`config.mk`:
```
export PLATFORM = sky130hd
export DESIGN_NAME = pipe_hazard_ctrl_flat
export DESIGN_NICKNAME = d
export VERILOG_FILES = /design/src/rtl/mips_pipe_pkg.sv /design/src/rtl/pipe_hazard_ctrl_if.sv /design/src/rtl/load_use_detect.sv /design/src/rtl/pipe_hazard_ctrl.sv /design/src/flat_wrapper.sv
export SDC_FILE = /design/constraint.sdc
export NUM_CORES = 1
export LEC_CHECK = 0
export ABC_AREA = 0
export ABC_CLOCK_PERIOD_IN_PS = 5500
export CAP_MARGIN = 20
export CORE_MARGIN = 4
export CORE_UTILIZATION = 43
export CTS_CLUSTER_DIAMETER = 200
export DETAILED_ROUTE_END_ITERATION = 8
export GPL_ROUTABILITY_DRIVEN = 0
export PLACE_DENSITY = 0.84
export REMOVE_ABC_BUFFERS = 1
export SETUP_SLACK_MARGIN = 0.05
export SLEW_MARGIN = 0
export SYNTH_ARGS = -nofsm -noshare
export SYNTH_HDL_FRONTEND = slang
export SYNTH_SLANG_ARGS = --single-unit
```
`constraint.sdc`:
```
create_clock -name clk -period 5.5 [get_ports clk]
set_input_delay 1.1 -clock clk [delete_from_list [all_inputs] [get_ports clk]]
set_output_delay 1.1 -clock clk [all_outputs]
set_load 0.02 [all_outputs]
```
`src/rtl/mips_pipe_pkg.sv`:
```
// Shared types and constants for the MIPS32 pipeline hazard controller.
package mips_pipe_pkg;

  localparam int REG_W = 5;
  localparam logic [REG_W-1:0] ZERO_REG = 5'd0;

  // Data-memory sequencer states.
  typedef enum logic [1:0] {
    HZ_IDLE  = 2'd0,
    HZ_WAIT  = 2'd1,
    HZ_ERROR = 2'd2
  } hz_state_t;

endpackage

```
`src/rtl/pipe_hazard_ctrl_if.sv`:
```
// Pipeline-side signal bundle of the hazard controller.
// Handshake: dmem_req rises with the first cycle of a data-memory access and
// stays high until the cycle in which dmem_ready is seen; the access completes
// in the cycle where dmem_req and dmem_ready are both high.
interface pipe_hazard_ctrl_if;
  import mips_pipe_pkg::*;

  logic [REG_W-1:0] ID_Rs;
  logic [REG_W-1:0] ID_Rt;
  logic             ID_UsesRt;
  logic             ID_BranchTaken;
  logic             EX_MemRead;
  logic [REG_W-1:0] EX_Rt;
  logic             MEM_MemRead;
  logic             MEM_MemWrite;
  logic             dmem_ready;
  logic             dmem_req;
  logic             PC_Stall;
  logic             IFID_Stall;
  logic             IFID_Flush;
  logic             IDEX_Stall;
  logic             IDEX_Flush;
  logic             EXMEM_Stall;
  logic             MEMWB_Bubble;
  logic             mem_timeout;

  // Pipeline / memory side: supplies stage fields and ready, consumes controls.
  modport master (
    output ID_Rs, ID_Rt, ID_UsesRt, ID_BranchTaken, EX_MemRead, EX_Rt,
           MEM_MemRead, MEM_MemWrite, dmem_ready,
    input  dmem_req, PC_Stall, IFID_Stall, IFID_Flush, IDEX_Stall, IDEX_Flush,
           EXMEM_Stall, MEMWB_Bubble, mem_timeout
  );

  // Hazard controller side.
  modport slave (
    input  ID_Rs, ID_Rt, ID_UsesRt, ID_BranchTaken, EX_MemRead, EX_Rt,
           MEM_MemRead, MEM_MemWrite, dmem_ready,
    output dmem_req, PC_Stall, IFID_Stall, IFID_Flush, IDEX_Stall, IDEX_Flush,
           EXMEM_Stall, MEMWB_Bubble, mem_timeout
  );

endinterface

```
`src/rtl/load_use_detect.sv`:
```
// Load-use hazard detector: a load in EX whose destination is read by the
// instruction in ID. Register $0 never creates a dependency.
module load_use_detect
  import mips_pipe_pkg::*;
(
  input  logic             ex_mem_read,
  input  logic [REG_W-1:0] ex_rt,
  input  logic [REG_W-1:0] id_rs,
  input  logic [REG_W-1:0] id_rt,
  input  logic             id_uses_rt,
  output logic             lu
);

  // Hazard equation; rt only matters when the ID instruction reads it.
  always_comb begin
    lu = ex_mem_read && (ex_rt != ZERO_REG) &&
         ((ex_rt == id_rs) || (id_uses_rt && (ex_rt == id_rt)));
  end

endmodule

```
`src/rtl/pipe_hazard_ctrl.sv`:
```
// Central stall/flush sequencer for the 5-stage MIPS32 pipeline.
// Priority of controls: memory stall > load-use bubble > branch squash.
// Optional macro PIPE_HAZARD_PERF_EN adds memstall / load-use event counters.
// MEM_TIMEOUT must be >= 2.
module pipe_hazard_ctrl
  import mips_pipe_pkg::*;
#(
  parameter int MEM_TIMEOUT = 64
) (
  input  logic               clk,
  input  logic               reset,
  pipe_hazard_ctrl_if.slave  bus,
  output hz_state_t          state
`ifdef PIPE_HAZARD_PERF_EN
  ,
  output logic [31:0]        perf_memstall_cnt,
  output logic [31:0]        perf_lu_cnt
`endif
);

  localparam int CNT_W = $clog2(MEM_TIMEOUT + 1);
  localparam logic [CNT_W-1:0] CNT_MAX = CNT_W'(MEM_TIMEOUT);

  hz_state_t        state_q;
  logic [CNT_W-1:0] cnt_q;
  logic             mem_acc;
  logic             lu;
  logic             req;
  logic             memstall;

  assign mem_acc = bus.MEM_MemRead | bus.MEM_MemWrite;

  load_use_detect u_lu (
    .ex_mem_read (bus.EX_MemRead),
    .ex_rt       (bus.EX_Rt),
    .id_rs       (bus.ID_Rs),
    .id_rt       (bus.ID_Rt),
    .id_uses_rt  (bus.ID_UsesRt),
    .lu          (lu)
  );

  // Memory sequencer: cnt counts not-ready cycles of the current access;
  // the first miss happens in IDLE, so WAIT sees cnt values 1..MEM_TIMEOUT.
  always_ff @(posedge clk) begin
    if (reset) begin
      state_q <= HZ_IDLE;
      cnt_q   <= '0;
    end else begin
      case (state_q)
        HZ_IDLE: begin
          if (mem_acc && !bus.dmem_ready) begin
            state_q <= HZ_WAIT;
            cnt_q   <= CNT_W'(1);
          end
        end
        HZ_WAIT: begin
          if (bus.dmem_ready) begin
            state_q <= HZ_IDLE;
            cnt_q   <= '0;
          end else if (cnt_q == CNT_MAX) begin
            state_q <= HZ_ERROR;
          end else begin
            cnt_q <= cnt_q + 1'b1;
          end
        end
        HZ_ERROR: state_q <= HZ_ERROR;
        default: begin
          state_q <= HZ_IDLE;
          cnt_q   <= '0;
        end
      endcase
    end
  end

  // Request and memory-stall decode from the current state.
  always_comb begin
    req      = 1'b0;
    memstall = 1'b0;
    case (state_q)
      HZ_IDLE: begin
        req      = mem_acc;
        memstall = mem_acc && !bus.dmem_ready;
      end
      HZ_WAIT: begin
        req      = 1'b1;
        memstall = !bus.dmem_ready;
      end
      HZ_ERROR: begin
        req      = 1'b0;
        memstall = 1'b1;
      end
      default: ;
    endcase
  end

  // Pipeline controls with priority applied; everything is quiet during reset.
  always_comb begin
    bus.dmem_req     = 1'b0;
    bus.PC_Stall     = 1'b0;
    bus.IFID_Stall   = 1'b0;
    bus.IFID_Flush   = 1'b0;
    bus.IDEX_Stall   = 1'b0;
    bus.IDEX_Flush   = 1'b0;
    bus.EXMEM_Stall  = 1'b0;
    bus.MEMWB_Bubble = 1'b0;
    bus.mem_timeout  = 1'b0;
    state            = HZ_IDLE;
    if (!reset) begin
      bus.dmem_req     = req;
      bus.PC_Stall     = memstall | lu;
      bus.IFID_Stall   = memstall | lu;
      bus.IFID_Flush   = bus.ID_BranchTaken & ~lu & ~memstall;
      bus.IDEX_Stall   = memstall;
      bus.IDEX_Flush   = lu & ~memstall;
      bus.EXMEM_Stall  = memstall;
      bus.MEMWB_Bubble = memstall;
      bus.mem_timeout  = (state_q == HZ_ERROR);
      state            = state_q;
    end
  end

`ifdef PIPE_HAZARD_PERF_EN
  // Event counters: memory-stall cycles and inserted load-use bubbles.
  always_ff @(posedge clk) begin
    if (reset) begin
      perf_memstall_cnt <= '0;
      perf_lu_cnt       <= '0;
    end else begin
      if (memstall)
        perf_memstall_cnt <= perf_memstall_cnt + 32'd1;
      if (lu && !memstall)
        perf_lu_cnt <= perf_lu_cnt + 32'd1;
    end
  end
`endif

endmodule

```
`src/flat_wrapper.sv`:
```
// flat-port wrapper written by rule: the top's interface ports become plain ports
module pipe_hazard_ctrl_flat import mips_pipe_pkg::*;
#(
  parameter int MEM_TIMEOUT = 64
)
  (clk, reset, state, bus_ID_Rs, bus_ID_Rt, bus_ID_UsesRt, bus_ID_BranchTaken, bus_EX_MemRead, bus_EX_Rt, bus_MEM_MemRead, bus_MEM_MemWrite, bus_dmem_ready, bus_dmem_req, bus_PC_Stall, bus_IFID_Stall, bus_IFID_Flush, bus_IDEX_Stall, bus_IDEX_Flush, bus_EXMEM_Stall, bus_MEMWB_Bubble, bus_mem_timeout);
  pipe_hazard_ctrl_if bus_i ();
  input  logic clk;
  input  logic reset;
  output hz_state_t state;
  input wire logic [$bits(bus_i.ID_Rs)-1:0] bus_ID_Rs;
  input wire logic [$bits(bus_i.ID_Rt)-1:0] bus_ID_Rt;
  input wire logic [$bits(bus_i.ID_UsesRt)-1:0] bus_ID_UsesRt;
  input wire logic [$bits(bus_i.ID_BranchTaken)-1:0] bus_ID_BranchTaken;
  input wire logic [$bits(bus_i.EX_MemRead)-1:0] bus_EX_MemRead;
  input wire logic [$bits(bus_i.EX_Rt)-1:0] bus_EX_Rt;
  input wire logic [$bits(bus_i.MEM_MemRead)-1:0] bus_MEM_MemRead;
  input wire logic [$bits(bus_i.MEM_MemWrite)-1:0] bus_MEM_MemWrite;
  input wire logic [$bits(bus_i.dmem_ready)-1:0] bus_dmem_ready;
  output wire logic [$bits(bus_i.dmem_req)-1:0] bus_dmem_req;
  output wire logic [$bits(bus_i.PC_Stall)-1:0] bus_PC_Stall;
  output wire logic [$bits(bus_i.IFID_Stall)-1:0] bus_IFID_Stall;
  output wire logic [$bits(bus_i.IFID_Flush)-1:0] bus_IFID_Flush;
  output wire logic [$bits(bus_i.IDEX_Stall)-1:0] bus_IDEX_Stall;
  output wire logic [$bits(bus_i.IDEX_Flush)-1:0] bus_IDEX_Flush;
  output wire logic [$bits(bus_i.EXMEM_Stall)-1:0] bus_EXMEM_Stall;
  output wire logic [$bits(bus_i.MEMWB_Bubble)-1:0] bus_MEMWB_Bubble;
  output wire logic [$bits(bus_i.mem_timeout)-1:0] bus_mem_timeout;
  assign bus_i.ID_Rs = bus_ID_Rs;
  assign bus_i.ID_Rt = bus_ID_Rt;
  assign bus_i.ID_UsesRt = bus_ID_UsesRt;
  assign bus_i.ID_BranchTaken = bus_ID_BranchTaken;
  assign bus_i.EX_MemRead = bus_EX_MemRead;
  assign bus_i.EX_Rt = bus_EX_Rt;
  assign bus_i.MEM_MemRead = bus_MEM_MemRead;
  assign bus_i.MEM_MemWrite = bus_MEM_MemWrite;
  assign bus_i.dmem_ready = bus_dmem_ready;
  assign bus_dmem_req = bus_i.dmem_req;
  assign bus_PC_Stall = bus_i.PC_Stall;
  assign bus_IFID_Stall = bus_i.IFID_Stall;
  assign bus_IFID_Flush = bus_i.IFID_Flush;
  assign bus_IDEX_Stall = bus_i.IDEX_Stall;
  assign bus_IDEX_Flush = bus_i.IDEX_Flush;
  assign bus_EXMEM_Stall = bus_i.EXMEM_Stall;
  assign bus_MEMWB_Bubble = bus_i.MEMWB_Bubble;
  assign bus_mem_timeout = bus_i.mem_timeout;
  pipe_hazard_ctrl #(.MEM_TIMEOUT(MEM_TIMEOUT)) u_core (.clk(clk), .reset(reset), .bus(bus_i), .state(state));
endmodule
```
==> metrics.md <==
| Metric | Value |
|---|---|
| Layout cells sized above 1 | 6.45% |
| Critical path arrival | 3.10 ns |
| Outcome | completed |
| EDFF count, synth | 0 |
| Yosys reg bits | 9 |
| Most used DFF post-synth | dfxtp_1 |
| CP Launch Type | input pin |
| Fillers | 134 |
| YS warnings | 0 |
| Sequential share of the synthesized area | 25.0% |
| Post-synth cell types | 29 |
| Core area | 1540 sq um |
| First-pass GRT wire length | 2910 um |
| Worst hold slack | 0.488 ns |
| Initial DRT Pass Iterations | 4 |
| TNS Setup | 0 ns |
| Lkg Pwr | 0.353 nW |
| Area delta synth->final | 47.0% |
| Top post-synthesis cells by area | dfxtp_1 25%, xnor2_1 12%, a21oi_1 6.3% |
| Horiz. Die Dim | 48.9 um |
| Routed length per placed instance | 12.6 um |
| Area leader, netlist | dfxtp_1 |
| Fmax | 0.238 GHz |
| Design area | 1060 sq um |
| Final period util | 76.5% |
| Drt via density | 5.66 |
| Pwr Density | 163 nW/um^2 |
| Initial antenna violation count | 0 |
| Cell Area, Synth | 719 sq um |
| Cts bufs inserted | 3 |
| Most frequent CP cell | clkdlybuf4s50_1 |
| Pre-CTS setup slack | 1.28 ns |
| Vias in the first global route | 717 |
| Setup WS post-layout | 1.30 ns |
| Share of Yosys cell area claimed by the top area cell type | 25.0% |
| H-tree levels | 1 |
| Die H | 48.9 um |
| Worst-Margin Slew | 0.693 ns |
| Post-route ant nets | 0 |
| Worst EP required | 4.40 ns |
| Vias | 792 |
| Inserted Diodes | 0 |
| Finish-stage setup viols | 0 |
| Total GRT Usage | 15.3% |
| Final core utilization | 68.6% |
| I/O Pins | 34 |
| Nets | 150 |
| Area of the multi-input gates | 480 sq um |
| Final hold vios | 0 |
| Max Cap Violations | 0 |
| Post-cts sizing count | 0 |
| Worst skew pair latency | 0.27 ns |
| Sink Count | 9 |
| CTS tree | yes |
| Largest net degree at the start of global routing | 14 |
| Cts hold-fix bufs | 0 |
| CTS clock-pin slew for the worst setup and hold paths | 0.06 ns |
| Post-CTS Setup Inserts | 0 |
| Crit path cell chain | clkdlybuf4s50_1 -> or4_1 -> o21ai_0 -> inv_1 -> a31o_2 -> clkdlybuf4s50_1 |
| Max Buffers Root-to-Sink | 2 |
| Crit end category | output pin |
| Worst-path fanout max | 3 |
| CTS Root Cell | clkbuf_4 |
| Routed Wire Length | 1760 um |
| First DRT Iteration DRCs | 10 |
| Relative slew slack | 53.4% |
| Cell Area, Placed | 1030 sq um |
| Post-Synthesis Cells | 94 |
| Ys async rst share | 0% |
| Hold crit path type | reg -> reg |
| # rows | 14 |
| Largest stage delay, worst path | 0.54 ns |
| Slowest CP cell | or4_1 |
| Clock Skews | 0.00687 ns |
| Crit path kind | in -> out |
| Register Area | 180 sq um |
| PortBufs | 33 |
| VDD IR max | 84.3 uV |
| Min Tclk post-route | 4.20 ns |
| HPWL after DPL | 1400 um |
| Remaining DRCs | 0 |
| Pins Over Slew Limit | 0 |
| Initial Util | 46.7% |
| Mapped Avg Cell Area | 7.65 sq um |
| Global route overflow | 0 |
| Die Footprint | 2390 sq um |
| RSZ-0062 raised after global routing | no |
-- sequential cells by signal (all words and copies together), names as in the netlist --
name            cells
u_core.state_q      2
u_core.cnt_q        7
-- layer usage --
metal	wire, um	share of wire [%]	track usage [%]	up-vias
met1	727	41	16.7	347
met2	804	46	25.2	37
met3	182	10	5.81	5
met5	0	0	0	-
met4	44	2.5	8.07	0
li1	-	-	-	403
-- per-stage QoR --
stage | power, mW | cells
3_5_place_dp | 0.122 | 136
6_report | 0.172 | 140
2_1_floorplan | 0.0931 | 87
5_1_grt | 0.181 | 140
3_3_place_gp | 0.121 | 136
4_1_cts | 0.174 | 140
-- final timing paths --
path,start,endpoint,slack [ns],depth (start not counted)
min,u_core.cnt_q[6],u_core.cnt_q[6],0.49,2
max,bus_EX_Rt[1],bus_IFID_Stall,1.30,6
min reg2reg,u_core.cnt_q[6],u_core.cnt_q[6],0.49,2
max reg2reg,u_core.cnt_q[0],u_core.cnt_q[3],3.65,6
-- cell usage after synthesis (3+ instances only) --
cell type	n
xnor2_1	10
o21a_1	3
o21ai_0	5
nand4_1	3
buf_4	3
o31ai_1	4
nand2_1	5
inv_1	5
or4_1	4
nor2_1	3
nand3_1	5
nor2b_1	3
dfxtp_1	9
a21oi_1	9
-- critical path, delay by kind of cell --
kind	cells	cell delay, ns
compound gates	2	0.39
simple gates	1	0.54
buf+inv	3	1.07
-- kinds of logic after synthesis --
logic type,after synthesis,share of synthesized area [%]
AO/OA/AOI/OAI,24,20.5
XOR/XNOR,10,12.2
adder cells (fa/ha/maj),2,3.48
buffers and inverters,12,8.17
flip-flops,9,25.0
AND/OR/NAND/NOR,37,30.6
-- cell usage in the layout, fill, tap and decap left out --
cell type / n
a21oi_1: 9
a31o_2: 1
and2_1: 1
and4_1: 2
clkbuf_4: 3
clkdlybuf4s50_1: 33
clkinv_2: 1
dfxtp_1: 9
ha_1: 2
inv_1: 5
nand2_1: 5
nand2b_1: 1
nand3_1: 5
nand4_1: 3
nor2_1: 3
nor2b_1: 3
nor3_1: 2
nor4_1: 1
nor4b_1: 2
o21a_1: 3
o21ai_0: 5
o21ba_1: 1
o22ai_1: 1
o31ai_1: 4
or2_2: 2
or2_4: 1
or3_1: 2
or4_1: 4
xnor2_1: 10
-- area by class of cell --
type	instances	share of cell area [%]
multi-input cells	73	45.4
repair buffers	33	31.2
well taps	16	1.89
inverters	5	1.78
flip-flops and latches	9	17.0
clock buffers	3	2.13
clock inverters	1	0.473
-- power by group --
| group | switching (mW) | internal (mW) |
|---|---|---|
| combinational | 0.0214 | 0.0302 |
| clock | 0.0252 | 0.0269 |
| sequential | 0.00226 | 0.0664 |
| total | 0.0489 | 0.124 |
(Power assumes the default switching activity.)
